<file path="src/rtl/cordic_sched.sv">
// cordic_sched: round-robin two-requester issue scheduler for the CORDIC core.
// Optional quadrant fold at issue: define CORDIC_SCHED_QUADRANT_EN.
module cordic_sched #(
  parameter int WIDTH   = 32,
  parameter int LATENCY = 16
) (
  input  logic             clk,
  input  logic             rst,
  input  logic             req0_valid,
  output logic             req0_ready,
  input  logic [WIDTH-1:0] req0_x,
  input  logic [WIDTH-1:0] req0_y,
  input  logic [WIDTH-1:0] req0_z,
  input  logic             req1_valid,
  output logic             req1_ready,
  input  logic [WIDTH-1:0] req1_x,
  input  logic [WIDTH-1:0] req1_y,
  input  logic [WIDTH-1:0] req1_z,
  output logic             res0_valid,
  output logic [WIDTH-1:0] res0_x,
  output logic [WIDTH-1:0] res0_y,
  output logic             res1_valid,
  output logic [WIDTH-1:0] res1_x,
  output logic [WIDTH-1:0] res1_y,
  input  logic             flush,
  output logic             flush_done,
  output logic             busy,
  output logic [WIDTH-1:0] cord_x0,
  output logic [WIDTH-1:0] cord_y0,
  output logic [WIDTH-1:0] cord_z0,
  input  logic [WIDTH-1:0] cord_x,
  input  logic [WIDTH-1:0] cord_y
);

  typedef enum logic [1:0] {IDLE, RUN, DRAIN} state_t;

  // One extra stage: stage 0 runs alongside the cord_*0 issue register.
  localparam int DEPTH = LATENCY + 1;

  state_t state, state_nx;
  logic   last;
  logic   take;
  logic   gid;
  logic   accept;
  logic   head_v;
  logic   head_id;

  logic [DEPTH-1:0] trk_v;
  logic [DEPTH-1:0] trk_id;

  logic signed [WIDTH-1:0] sel_x, sel_y, sel_z;
  logic signed [WIDTH-1:0] iss_x, iss_y, iss_z;

  assign busy    = |trk_v;
  assign head_v  = trk_v[DEPTH-1];
  assign head_id = trk_id[DEPTH-1];
  assign accept  = (state != DRAIN) && !flush;

  assign req0_ready = accept && req0_valid && (!req1_valid || last);
  assign req1_ready = accept && req1_valid && (!req0_valid || !last);
  assign take       = req0_ready || req1_ready;
  assign gid        = req1_ready;

  assign sel_x = gid ? req1_x : req0_x;
  assign sel_y = gid ? req1_y : req0_y;
  assign sel_z = gid ? req1_z : req0_z;

`ifdef CORDIC_SCHED_QUADRANT_EN
  localparam logic signed [WIDTH-1:0] PI      = WIDTH'(205887);
  localparam logic signed [WIDTH-1:0] HALF_PI = WIDTH'(102943);

  always_comb begin
    iss_x = sel_x;
    iss_y = sel_y;
    iss_z = sel_z;
    unique case (1'b1)
      (sel_z > HALF_PI): begin
        iss_x = -sel_x;
        iss_y = -sel_y;
        iss_z = sel_z - PI;
      end
      (sel_z < -HALF_PI): begin
        iss_x = -sel_x;
        iss_y = -sel_y;
        iss_z = sel_z + PI;
      end
      default: ;
    endcase
  end
`else
  assign iss_x = sel_x;
  assign iss_y = sel_y;
  assign iss_z = sel_z;
`endif

  always_comb begin
    state_nx   = state;
    flush_done = 1'b0;
    unique case (state)
      IDLE: begin
        if (flush)     state_nx = DRAIN;
        else if (take) state_nx = RUN;
      end
      RUN: begin
        if (flush)              state_nx = DRAIN;
        else if (!busy && !take) state_nx = IDLE;
      end
      DRAIN: begin
        if (!busy) begin
          flush_done = 1'b1;
          state_nx   = IDLE;
        end
      end
      default: state_nx = IDLE;
    endcase
  end

  always_ff @(posedge clk or posedge rst) begin
    if (rst) begin
      state   <= IDLE;
      last    <= 1'b1;
      trk_v   <= '0;
      trk_id  <= '0;
      cord_x0 <= '0;
      cord_y0 <= '0;
      cord_z0 <= '0;
    end else begin
      state  <= state_nx;
      trk_v  <= {trk_v[DEPTH-2:0], take};
      trk_id <= {trk_id[DEPTH-2:0], gid};
      if (take) begin
        last    <= gid;
        cord_x0 <= iss_x;
        cord_y0 <= iss_y;
        cord_z0 <= iss_z;
      end else begin
        cord_x0 <= '0;
        cord_y0 <= '0;
        cord_z0 <= '0;
      end
    end
  end

  always_ff @(posedge clk or posedge rst) begin
    if (rst) begin
      res0_valid <= 1'b0;
      res1_valid <= 1'b0;
      res0_x     <= '0;
      res0_y     <= '0;
      res1_x     <= '0;
      res1_y     <= '0;
    end else begin
      res0_valid <= head_v && !head_id;
      res1_valid <= head_v && head_id;
      if (head_v && !head_id) begin
        res0_x <= cord_x;
        res0_y <= cord_y;
      end
      if (head_v && head_id) begin
        res1_x <= cord_x;
        res1_y <= cord_y;
      end
    end
  end

endmodule

</file>
<file path="config.mk">
export PLATFORM = sky130hd
export DESIGN_NAME = cordic_sched
export DESIGN_NICKNAME = d
export VERILOG_FILES = /design/src/rtl/cordic_sched.sv
export SDC_FILE = /design/constraint.sdc
export NUM_CORES = 1
export LEC_CHECK = 0
export ABC_AREA = 1
export BUFFER_PORTS_ARGS = -buffer_cell sky130_fd_sc_hd__buf_2
export CAP_MARGIN = 20
export CORE_AREA = 2 2 189 191
export CTS_BUF_LIST = sky130_fd_sc_hd__clkbuf_8
export CTS_CLUSTER_DIAMETER = 40
export DETAILED_ROUTE_END_ITERATION = 16
export DIE_AREA = 0 0 191 193
export PLACE_DENSITY = 0.51
export SLEW_MARGIN = 5
export SYNTH_ARGS = -nofsm -noshare
export SYNTH_HDL_FRONTEND = slang
export SYNTH_SLANG_ARGS = --single-unit
</file>
<file path="constraint.sdc">
create_clock -name clk -period 9.5 [get_ports clk]
set_input_delay 1.425 -clock clk [delete_from_list [all_inputs] [get_ports clk]]
set_output_delay 1.425 -clock clk [all_outputs]
set_load 0.05 [all_outputs]
</file>
==> implementation parameters, run 1 <==
Parameter                              Value

Worst setup path
  Arrival time at the worst endpoint    3080 ps
  Worst Setup Start Kind    input port
  Type of destination of the critical path    output port
  Reg-to-reg critical path startpoint    state[1]$_DFFE_PP0P_
  Setup slack of the most critical reg-to-reg path    6930 ps
  Crit Path Class    input port to output port
  CP max FO    97
  Timing startpoint of the critical path    flush
  Crit path required time    8080 ps

Clock tree
  Post-CTS setup-driven buffer insertion count    0
  Total clock sinks    263
  Clock transition at path regs    60 ps
  CTS HTree Levels    2
  Clock Tree Root    sky130_fd_sc_hd__clkbuf_8
  Clock buffer depth    3
  PostCTS Resize Cnt    0
  Number of hold buffers added after CTS    0
  Clock Latency Late Sink    600 ps
  TritonCTS clock tree    done
  Inserted Clock Buffers    51

Drt
  First-iteration detailed-routing DRC count    344
  Post-route DRC    0
  Wire length after detailed routing    32060 um
  Number of search-and-repair iterations in the first detailed-routing pass    4
  Remaining antenna violation count    0
  Detail-routed net length per standard cell    16.29 um
  Routed via count    8346
  Via-to-Cell Ratio    4.241

Synth
  Yosys cell types    20
  Dominant combinational cell family by area after synthesis    simple AND/OR/NAND/NOR gates
  Simple-Gate Fraction of Synth Area    13.87%
  Synthesized instance count    974
  Compound-Gate Fraction of Synth Area    11.91%
  Adder and majority cell fraction of the synthesized area    0%
  Number of nets produced by synthesis    1235
  Multiplexer share of the synthesized area    0%
  Synth Register Bits    263
  Cell area after synthesis    0.009652 mm2
  Xor and xnor area share after synthesis    0%
  Mapped Avg Cell Area    9.909 um2
  Yosys Warn Count    0
  Register area share after synthesis    68.20%

Power and ir drop
  Power consumption    5.027 mW
  P_leak    7.773 nW
  Power density over the cells    371.3 mW/mm2
  Max VDD drop    0.0002188 V

Die
  Initial Util    27.60%
  Die Area    0.03686 mm2
  Vert. Die Dim    193 um
  Area inside the core boundary    0.03496 mm2
  Core Rows    69
  # IOs    491
  Chip width    191 um

Final layout
  Net count, final    1726
  Share of cells above drive strength 1    38.99%
  Number of fill cells in the layout    3611
  Core utilization of the finished layout    38.72%
  Layout overhead on the synthesized area    40.25%
  Most frequent cells in the layout    sky130_fd_sc_hd__buf_2 (490), sky130_fd_sc_hd__dfrtp_1 (262), sky130_fd_sc_hd__nor2_1 (202), sky130_fd_sc_hd__nand2_1 (136), sky130_fd_sc_hd__o21ai_0 (131)
  Most common cell after layout, fill and taps aside    sky130_fd_sc_hd__buf_2

Placement
  HPWL Detailed    22630 um
  GP Congestion    0.8594
  IO Port Bufs    490
  Post-placement setup slack    5030 ps

GRT
  Maximum number of pins on one net before global-route repair    175
  GR Util met2    25.53%
  GR Util met3    7.801%
  Initial antenna violation count    11
  GRT busiest layer    met2
  Vias in the first global route    8306
  Global-route wire length before repair    47350 um
  Global-route total usage across every layer    16.74%
  Grt met1 use    20.74%
  GR Overflow Total    0

Timing
  Finish-stage setup viols    0
  Total negative slack    0 ps
  Minimum period implied by the final worst setup slack    4501 ps
  Setup repair after global routing missed its margin    false
  Maximum clock frequency    0.2222 GHz
  Max Clock Skew    27.44 ps
  Final max-slew violation count    0
  Worst slew pin tran    1123 ps
  Slew margin rel.    25.11%
  Period Utilization, post-route    47.38%
  Fin worst setup slack    4999 ps
  Final hold viol count    0
  Final hold slack    342.0 ps

Run
  Count of maximum capacitance violations    0

Hold path
  Class of the tightest hold or removal check    register to register
  Startpoint of the most critical hold path    trk_id[2]$_DFF_PP0_

Status
  Outcome    complete, no violations
## state kept, by name, summed over array words and instances, names as in the netlist, 32 cells and up
name	flops
res0_x	32
cord_y0	32
res1_x	32
res0_y	32
cord_x0	32
cord_z0	32
res1_y	32
## path summary, 6_finish.rpt
path | end | depth (start not counted)
max in group asynchronous | cord_y0[22]$_DFF_PP0_ | 3
max reg2reg | cord_x0[1]$_DFF_PP0_ | 8
min | trk_id[3]$_DFF_PP0_ | 0
max | req0_ready | 6
min reg2reg | trk_id[3]$_DFF_PP0_ | 0
min in group asynchronous | cord_z0[14]$_DFF_PP0_ | 2
## synthesized netlist by cell type, drive strengths merged
| library cell | n | area share (%) |
|---|---|---|
| nand2 | 140 | 5.6 |
| buf | 33 | 2.1 |
| clkbuf | 25 | 0.97 |
| a21oi | 97 | 5.0 |
| dfrtp | 262 | 68 |
| o21ai | 132 | 6.9 |
| nor2 | 203 | 8.0 |
| or2 | 1 | 0.065 |
| nand3 | 2 | 0.10 |
| dfstp | 1 | 0.27 |
| nor3 | 3 | 0.16 |
| inv | 75 | 2.9 |
## worst max-delay path: stages
cell and delay, ps:
sky130_fd_sc_hd__buf_2 120, sky130_fd_sc_hd__inv_1 70, sky130_fd_sc_hd__nand2_2 110, sky130_fd_sc_hd__nor2_4 110
sky130_fd_sc_hd__buf_4 750, sky130_fd_sc_hd__buf_2 420
## kinds of logic (layout without fill, tap and decap cells)
| kind of cell | after synthesis | after routing |
|---|---|---|
| AO/OA/AOI/OAI | 229 | 229 |
| flip-flops | 263 | 263 |
| AND/OR/NAND/NOR | 349 | 349 |
| buffers and inverters | 133 | 657 |
| other | 0 | 9 |
## cell type report
type                       count  area (um2)  area share, %
clock buffer                  58       798.3          5.897
antenna                        9       22.52         0.1664
tap                          461       576.8          4.261
multi-input combinational    578        2496          18.44
sequential                   263        6583          48.63
inverter                      75       290.3          2.144
clock inverter                28       260.3          1.923
timing repair buffer         496        2510          18.54
## per-layer routing
layer  wire, um  vias up
li1           -     4078
met1      13230     3873
met2      14660      339
met3       3455       48
met4        659        8
met5         45        -
## stage by stage
| stage | instance area (um2) | std cells |
|---|---|---|
| floorplan | 9652 | 974 |
| global placement | 12460 | 1873 |
| detailed placement | 12460 | 1873 |
| CTS | 13510 | 1959 |
| global route | 13530 | 1964 |
| finish | 13540 | 1968 |
## report_power, final
group	switching, mW	internal (mW)
sequential	0.166	1.49
combinational	1.75	0.439
clock	0.485	0.691
total	2.40	2.62
(Power assumes the default switching activity.)
==> inputs of run 2 (changes only) <==
--- a/config.mk
+++ b/config.mk
@@ -5,14 +5,14 @@
 export SDC_FILE = /design/constraint.sdc
 export NUM_CORES = 1
 export LEC_CHECK = 0
-export ABC_AREA = 1
+export ABC_AREA = 0
 export BUFFER_PORTS_ARGS = -buffer_cell sky130_fd_sc_hd__buf_2
 export CAP_MARGIN = 20
-export CORE_AREA = 2 2 189 191
+export CORE_AREA = 2 2 191 193
 export CTS_BUF_LIST = sky130_fd_sc_hd__clkbuf_8
 export CTS_CLUSTER_DIAMETER = 40
 export DETAILED_ROUTE_END_ITERATION = 16
-export DIE_AREA = 0 0 191 193
+export DIE_AREA = 0 0 193 195
 export PLACE_DENSITY = 0.51
 export SLEW_MARGIN = 5
 export SYNTH_ARGS = -nofsm -noshare
==> constraint.sdc (replaced) <==
create_clock -name clk -period 3.9 [get_ports clk]
set_input_delay 0.585 -clock clk [delete_from_list [all_inputs] [get_ports clk]]
set_output_delay 0.585 -clock clk [all_outputs]
set_load 0.05 [all_outputs]
==> implementation parameters, run 2 <==
Parameter                              Value

Power and ir drop
  Sequential fraction of design power    32.7% (-0.3 points)
  Power consumption    12.34 mW (+150%)
  Portion of total power attributed to the clock network    23.8% (+0.4 points)
  Max VDD drop    0.0005459 V (+150%)
  Power density over the cells    923.9 mW/mm2 (+150%)
  Switching share of power    46.62% (-1.2 points)
  Internal    6.589 mW (+150%)
  P_leak    7.371 nW (-5.2%)
  Switching power of the nets    5.753 mW (+140%)
  Proportion of power drawn by combinational gates    43.5% (about the same)

Final layout
  Net count, final    1459 (-15%)
  Most common cell after layout, fill and taps aside    sky130_fd_sc_hd__buf_2
  Number of fill cells in the layout    3576 (-0.97%)
  Most frequent cells in the layout    sky130_fd_sc_hd__buf_2 (490), sky130_fd_sc_hd__dfrtp_1 (262), sky130_fd_sc_hd__nand2_1 (193), sky130_fd_sc_hd__a22o_1 (96), sky130_fd_sc_hd__mux2_2 (64)
  Share of cells above drive strength 1    53.00% (+14 points)
  Layout overhead on the synthesized area    44.68%
  Layout Cell Area excl Fill    0.01336 mm2 (-1.3%)

Worst setup path
  Setup slack of the most critical reg-to-reg path    2000 ps (-4930 ps)
  CP max FO    4 (-96%)
  Crit path to    flush_done
  Reg-to-reg critical path startpoint    trk_id[16]$_DFF_PP0_
  Cells traversed along the worst timing path    or4_1, nor3_1, and3_1, buf_2
  Maximum cell stage delay along the critical path    530 ps (-220 ps)
  Cell with the largest stage delay on the worst path    sky130_fd_sc_hd__or4_1
  Arrival time at the worst endpoint    2360 ps (-720 ps)
  Length in cells of the worst reg-to-reg path    5 (-3)
  Timing startpoint of the critical path    trk_v[3]$_DFF_PP0_
  Crit Path Class    register to output port
  Endpoint of the worst register-to-register path    res0_y[18]$_DFFE_PP0P_
  Crit path required time    3310 ps (-4770 ps)
  Worst Setup Start Kind    register
  Type of destination of the critical path    output port

Drt
  Detailed-route wire length on metal 1    12300 um (-7.1%)
  Routed wl met2    15360 um (+4.7%)
  Top Metal Used    met5
  Wire length after detailed routing    31900 um (-0.47%)
  Number of search-and-repair iterations in the first detailed-routing pass    4 (unchanged)
  Via-to-Cell Ratio    4.336 (+2.3%)
  Routed wl met3    3588 um (+3.8%)
  Remaining antenna violation count    0 (unchanged)
  First-iteration detailed-routing DRC count    202 (-41%)
  Detail-routed net length per standard cell    18.79 um (+15%)
  Post-route DRC    0 (unchanged)
  Routed via count    7363 (-12%)

Clock tree
  Inserted Clock Buffers    50 (-2.0%)
  CTS HTree Levels    2 (unchanged)
  Post-CTS setup-driven buffer insertion count    0 (unchanged)
  Total clock sinks    263 (unchanged)
  Number of hold buffers added after CTS    0 (unchanged)
  Clock Tree Root    sky130_fd_sc_hd__clkbuf_8
  PostCTS Resize Cnt    0 (unchanged)
  Clock transition at path regs    60 ps (about the same)
  TritonCTS clock tree    done
  Clock Latency Late Sink    610 ps (about the same)
  Clock buffer depth    3 (unchanged)

Timing
  Slew margin rel.    34.22% (+9.1 points)
  Finish-stage setup viols    0 (unchanged)
  Total negative slack    0 ps (unchanged)
  Minimum period implied by the final worst setup slack    2947 ps
  Setup repair after global routing missed its margin    false
  Max Clock Skew    20.63 ps (-6.814 ps)
  Period Utilization, post-route    75.56%
  Worst slew pin tran    986.7 ps (-136.6 ps)
  Final max-slew violation count    0 (unchanged)
  Final hold viol count    0 (unchanged)
  Maximum clock frequency    0.3393 GHz

GRT
  Global-route total usage across every layer    16.41% (-0.32 points)
  Initial antenna violation count    12 (+1)
  Vias in the first global route    7598 (-8.5%)
  GR Overflow Total    0 (unchanged)
  Maximum number of pins on one net before global-route repair    99 (-43%)
  Global-route wire length before repair    46470 um (-1.9%)

Placement
  HPWL Detailed    23480 um (+3.8%)
  IO Port Bufs    490 (unchanged)
  Instance area at placement    0.01225 mm2 (-1.6%)
  GP Congestion    0.8176 (-4.9%)

Synth
  Flip-flop cell with the highest count after synthesis    sky130_fd_sc_hd__dfrtp_1
  EDFF count, synth    0 (unchanged)
  Cell type with the highest aggregate area in the netlist    sky130_fd_sc_hd__dfrtp_1
  Mapped Avg Cell Area    13.48 um2 (+36%)
  Synth cell count leaders    sky130_fd_sc_hd__dfrtp_1 (262), sky130_fd_sc_hd__nand2_1 (194), sky130_fd_sc_hd__a22o_1 (96)
  Number of nets produced by synthesis    946 (-23%)
  Cell area after synthesis    0.009234 mm2 (-4.3%)
  Portion of synthesized cell area occupied by the leading cell type    71.00% (+3.1 points)
  Synth Register Bits    263 (unchanged)
  Yosys cell types    23 (+15%)
  Most common cell in the synthesized netlist    sky130_fd_sc_hd__dfrtp_1
  Cell types occupying the most area after synthesis    sky130_fd_sc_hd__dfrtp_1 (71%), sky130_fd_sc_hd__a22o_1 (9.1%), sky130_fd_sc_hd__nand2_1 (7.9%)
  FFs w/ async S/R, synth    100.0% (unchanged)
  Register area share after synthesis    71.29% (+3.1 points)
  Synthesized instance count    685 (-30%)
  Yosys Warn Count    0 (unchanged)

Die
  Initial Util    26.09% (-1.5 points)
  Area inside the core boundary    0.03540 mm2 (+1.2%)
  # IOs    491 (unchanged)
  Vert. Die Dim    195 um (+1.0%)
  Core Rows    69 (unchanged)
  Die Area    0.03764 mm2 (+2.1%)
  Chip width    193 um (+1.0%)

Hold path
  Class of the tightest hold or removal check    input port to asynchronous set/reset pin

Run
  Count of maximum capacitance violations    0 (unchanged)

Status
  Outcome    complete, no violations
==> run 2: changes by cell type in the layout (fill, tap and decap cells not counted), sizes merged, moves of 4 or more <==
cell and delta:
mux2 +64, clkbuf +4, nand2 +54, nor2 -202, inv -66, buf +6, a22o +96, diode -6
a21oi -96, o21ai -132
==> run 2: metal layers <==
layer  GRT usage, %  vias to the layer above
li1               -                     3383
met1          19.19                     3557
met2          27.04                      355
met3          7.836                       62
met4          4.068                        6
met5              0                        -
==> run 2: area by class of cell <==
type	count	area [um2]	area share, %
clock buffer	62	853.3	6.388
tap	461	576.8	4.318
inverter	8	33.78	0.2529
timing repair buffer	502	2605	19.50
clock inverter	26	245.2	1.836
multi-input combinational	373	2455	18.38
sequential	263	6583	49.27
antenna	3	7.507	0.05620
==> run 2: through the flow <==
| stage | util, % | std cells | hold WS [ps] | worst slack [ps] |
|---|---|---|---|---|
| after CTS | 37.72 | 1695 | 4.197 | 916.1 |
| after detailed placement | 34.62 | 1607 | 336.3 | 1621 |
| after global placement | 34.62 | 1607 | 333.0 | 1625 |
| final | 37.74 | 1698 | 46.39 | 953.1 |
| after global routing | 37.72 | 1695 | 40.71 | 838.1 |
| after floorplan | - | 685 | 331.2 | -153.7 |
==> run 2: power by group through the flow <==
stage | Clock [mW] | Sequential [mW] | Combinational [mW]
after floorplan | 0 | 7.00 | 1.04
after global placement | 0 | 4.05 | 5.40
after detailed placement | 0 | 4.08 | 5.43
after CTS | 3.04 | 4.05 | 5.43
after global routing | 3.16 | 4.15 | 5.66
final | 2.93 | 4.03 | 5.37
==> run 2: cells by family (layout without fill, tap and decap cells) <==
group / count (synthesis) / in the layout / share of synthesized area [%]
DFF: 263 / 263 / 71.29
other: 0 / 3 / 0
and+or+nand+nor: 207 / 207 / 8.753
AOI/OAI and AO/OA: 102 / 102 / 9.973
muxes: 64 / 64 / 7.805
buffers and inverters: 49 / 598 / 2.182
==> run 2: worst min path at each step <==
stage | depth (start not counted) | to | slack [ps] | start
after detailed placement | 0 | trk_id[5]$_DFF_PP0_ | 340 | trk_id[4]$_DFF_PP0_
after floorplan | 0 | trk_id[10]$_DFF_PP0_ | 330 | trk_id[9]$_DFF_PP0_
after CTS | 2 | res1_y[4]$_DFFE_PP0P_ | 4 | rst
after global routing | 2 | res1_y[4]$_DFFE_PP0P_ | 40 | rst
after global placement | 0 | trk_id[1]$_DFF_PP0_ | 330 | trk_id[0]$_DFF_PP0_
final | 2 | cord_x0[7]$_DFF_PP0_ | 50 | rst
==> run 2: worst max-delay path: cells and delay by family (launching register included) <==
kind / cells / cell delay (ps)
and+or+nand+nor: 3 / 1130
DFF: 1 / 380
buffers and inverters: 1 / 260
==> inputs of run 3 (changes only) <==
--- a/config.mk
+++ b/config.mk
@@ -5,15 +5,15 @@
 export SDC_FILE = /design/constraint.sdc
 export NUM_CORES = 1
 export LEC_CHECK = 0
-export ABC_AREA = 0
+export ABC_AREA = 1
 export BUFFER_PORTS_ARGS = -buffer_cell sky130_fd_sc_hd__buf_2
 export CAP_MARGIN = 20
-export CORE_AREA = 2 2 191 193
+export CORE_AREA = 2 2 190 192
 export CTS_BUF_LIST = sky130_fd_sc_hd__clkbuf_8
 export CTS_CLUSTER_DIAMETER = 40
 export DETAILED_ROUTE_END_ITERATION = 16
-export DIE_AREA = 0 0 193 195
-export PLACE_DENSITY = 0.51
+export DIE_AREA = 0 0 192 194
+export PLACE_DENSITY = 0.53
 export SLEW_MARGIN = 5
 export SYNTH_ARGS = -nofsm -noshare
 export SYNTH_HDL_FRONTEND = slang
==> constraint.sdc (replaced) <==
create_clock -name clk -period 2.5 [get_ports clk]
set_input_delay 0.375 -clock clk [delete_from_list [all_inputs] [get_ports clk]]
set_output_delay 0.375 -clock clk [all_outputs]
set_load 0.05 [all_outputs]
==> implementation parameters, run 3 (synthesized netlist as in run 1, its figures left out) <==
Parameter                              Value

Clock tree
  TritonCTS clock tree    done
  Inserted Clock Buffers    51 (+2.0%)
  Clock Tree Root    sky130_fd_sc_hd__clkbuf_8
  CTS HTree Levels    2 (unchanged)
  Clock transition at path regs    60 ps (about the same)
  Clock Latency Late Sink    600 ps (about the same)
  Clock buffer depth    3 (unchanged)
  Total clock sinks    263 (unchanged)
  Post-CTS setup-driven buffer insertion count    0 (unchanged)

Timing
  Finish-stage setup viols    0 (unchanged)
  Final hold viol count    0 (unchanged)
  Max Clock Skew    33.94 ps (+13.31 ps)
  Final max-slew violation count    0 (unchanged)
  Worst slew pin tran    608.7 ps (-377.9 ps)
  Minimum period implied by the final worst setup slack    2363 ps
  Slew margin rel.    59.33% (+25 points)
  Fin worst setup slack    137.3 ps (-815.9 ps)
  Setup repair after global routing missed its margin    false
  Maximum clock frequency    0.4232 GHz
  Period Utilization, post-route    94.51%
  Total negative slack    0 ps (unchanged)

Die
  Initial Util    27.40% (+1.3 points)
  Area inside the core boundary    0.03522 mm2 (-0.49%)
  Core Rows    69 (unchanged)
  Vert. Die Dim    194 um (-0.51%)
  Chip width    192 um (-0.52%)
  # IOs    491 (unchanged)
  Die Area    0.03725 mm2 (-1.0%)

Final layout
  Area of the multi-input gates    0.002501 mm2 (+1.9%)
  Most common cell after layout, fill and taps aside    sky130_fd_sc_hd__buf_2
  Number of fill cells in the layout    3494 (-2.3%)
  Final std cells w/o fill    2179 (+28%)
  Share of cells above drive strength 1    35.19% (-18 points)
  Most frequent cells in the layout    sky130_fd_sc_hd__buf_2 (489), sky130_fd_sc_hd__dfrtp_1 (262), sky130_fd_sc_hd__nor2_1 (202), sky130_fd_sc_hd__dlygate4sd3_1 (192), sky130_fd_sc_hd__nand2_1 (136)
  Layout overhead on the synthesized area    62.06%
  Net count, final    1931 (+32%)
  Sequential cell area    0.006583 mm2 (unchanged)

Run
  Count of maximum capacitance violations    0 (unchanged)

Drt
  Via-to-Cell Ratio    4.315 (-0.49%)
  Detail-routed net length per standard cell    16.37 um (-13%)
  Number of search-and-repair iterations in the first detailed-routing pass    4 (unchanged)
  Remaining antenna violation count    0 (unchanged)
  First-iteration detailed-routing DRC count    254 (+26%)
  Post-route DRC    0 (unchanged)
  Routed via count    9402 (+28%)
  Wire length after detailed routing    35680 um (+12%)

Placement
  Cell Count Post-Placement    1886 (+17%)
  HPWL Detailed    24520 um (+4.4%)
  IO Port Bufs    490 (unchanged)
  Post-placement setup slack    580.1 ps (-1041 ps)
  GP Congestion    0.8364 (+2.3%)

Status
  Outcome    complete, no violations

Hold path
  Hold path cells    3
  Startpoint of the most critical hold path    req1_x[15]
  Hold Path End    cord_x0[15]$_DFF_PP0_
  Class of the tightest hold or removal check    input port to register

Worst setup path
  Arrival time at the worst endpoint    2880 ps (+520 ps)
  Crit path required time    3020 ps (-290 ps)
  Number of buffers and inverters on the critical path    5 (+4)
  Cell with the most instances on the worst path    sky130_fd_sc_hd__dlygate4sd3_1
  Crit Path Class    input port to register
  Endpoint of the worst register-to-register path    cord_y0[25]$_DFF_PP0_
  Maximum cell stage delay along the critical path    560 ps (+30 ps)
  Reg-to-reg critical path startpoint    state[1]$_DFFE_PP0P_
  Cells traversed along the worst timing path    dlygate4sd3_1, buf_2, inv_1, nand2_2, nor2_4, buf_12, a21oi_1, nor2_1, dlygate4sd3_1
  Cell family contributing the most delay on the critical path    buffers and inverters
  Type of destination of the critical path    register
  Cell with the largest stage delay on the worst path    sky130_fd_sc_hd__dlygate4sd3_1
  CP max FO    87 (+83)
  Worst Setup Start Kind    input port
  Setup slack of the most critical reg-to-reg path    140 ps (-1860 ps)
  Length in cells of the worst reg-to-reg path    7 (+2)

GRT
  Maximum number of pins on one net before global-route repair    129 (+30%)
  Global-route total usage across every layer    18.92% (+2.5 points)
  GR Overflow Total    0 (unchanged)
  Initial antenna violation count    15 (+3)
  Global-route wire length before repair    54570 um (+17%)
  Vias in the first global route    9922 (+31%)

Power and ir drop
  Power density over the cells    1259 mW/mm2 (+36%)
  Power consumption    19.69 mW (+60%)
  Max VDD drop    0.0007519 V (+38%)
  P_leak    8.828 nW (+20%)
[run 3: what timing repair did]
item	4_1_cts	5_1_grt
hold endpoints to repair	136	0
gates resized for setup	0	3
endpoints found under the setup margin	0	49
hold buffers	192	0
[run 3: final cells by class]
class | instances | area share [%]
clock buffer | 62 | 5.456
multi-input combinational | 578 | 15.99
timing repair buffer | 701 | 29.40
clock inverter | 26 | 1.344
inverter | 75 | 1.832
antenna | 13 | 0.2080
sequential | 263 | 42.08
tap | 461 | 3.688
[run 3: per-stage QoR]
stage / utilization (%) / area [um2] / hold WS (ps)
detailed placement: 35.81 / 12610 / 335.5
finish: 44.41 / 15640 / 58.34
CTS: 44.28 / 15600 / 0.1513
global route: 44.38 / 15630 / 17.04
global placement: 35.81 / 12610 / 331.0
floorplan: - / 9656 / 331.2
[run 3: routing by layer]
layer | up-vias | track usage (%) | wire length, um
li1 | 4489 | - | -
met3 | 76 | 7.566 | 3494
met1 | 4449 | 21.71 | 13760
met4 | 4 | 8.397 | 1054
met2 | 384 | 30.98 | 17350
met5 | - | 0 | 24
[run 3: where the power goes]
part           switching, mW  internal [mW]  leakage [nW]  total, mW
clock                   1.89           2.56         0.589       4.45
sequential             0.655           5.67          3.29       6.33
combinational           6.78           2.13          4.95       8.91
[run 3: worst max-delay path by stage]
stage | from | cells after the start | endpoint
6_report | flush | 9 | cord_y0[25]$_DFF_PP0_
5_1_grt | trk_v[1]$_DFF_PP0_ | 5 | flush_done
4_1_cts | trk_v[1]$_DFF_PP0_ | 5 | flush_done
3_5_place_dp | flush | 9 | cord_z0[26]$_DFF_PP0_
3_3_place_gp | flush | 9 | cord_x0[1]$_DFF_PP0_
2_1_floorplan | rst | 1 | cord_x0[0]$_DFF_PP0_
[run 3: worst register-to-register path: stages (launching register included)]
cell	delay [ps]
sky130_fd_sc_hd__dfrtp_1	420
sky130_fd_sc_hd__nand2_2	110
sky130_fd_sc_hd__nand2_2	100
sky130_fd_sc_hd__nor2_4	330
sky130_fd_sc_hd__buf_12	360
sky130_fd_sc_hd__a21oi_1	250
sky130_fd_sc_hd__nor2_1	140
sky130_fd_sc_hd__dlygate4sd3_1	560
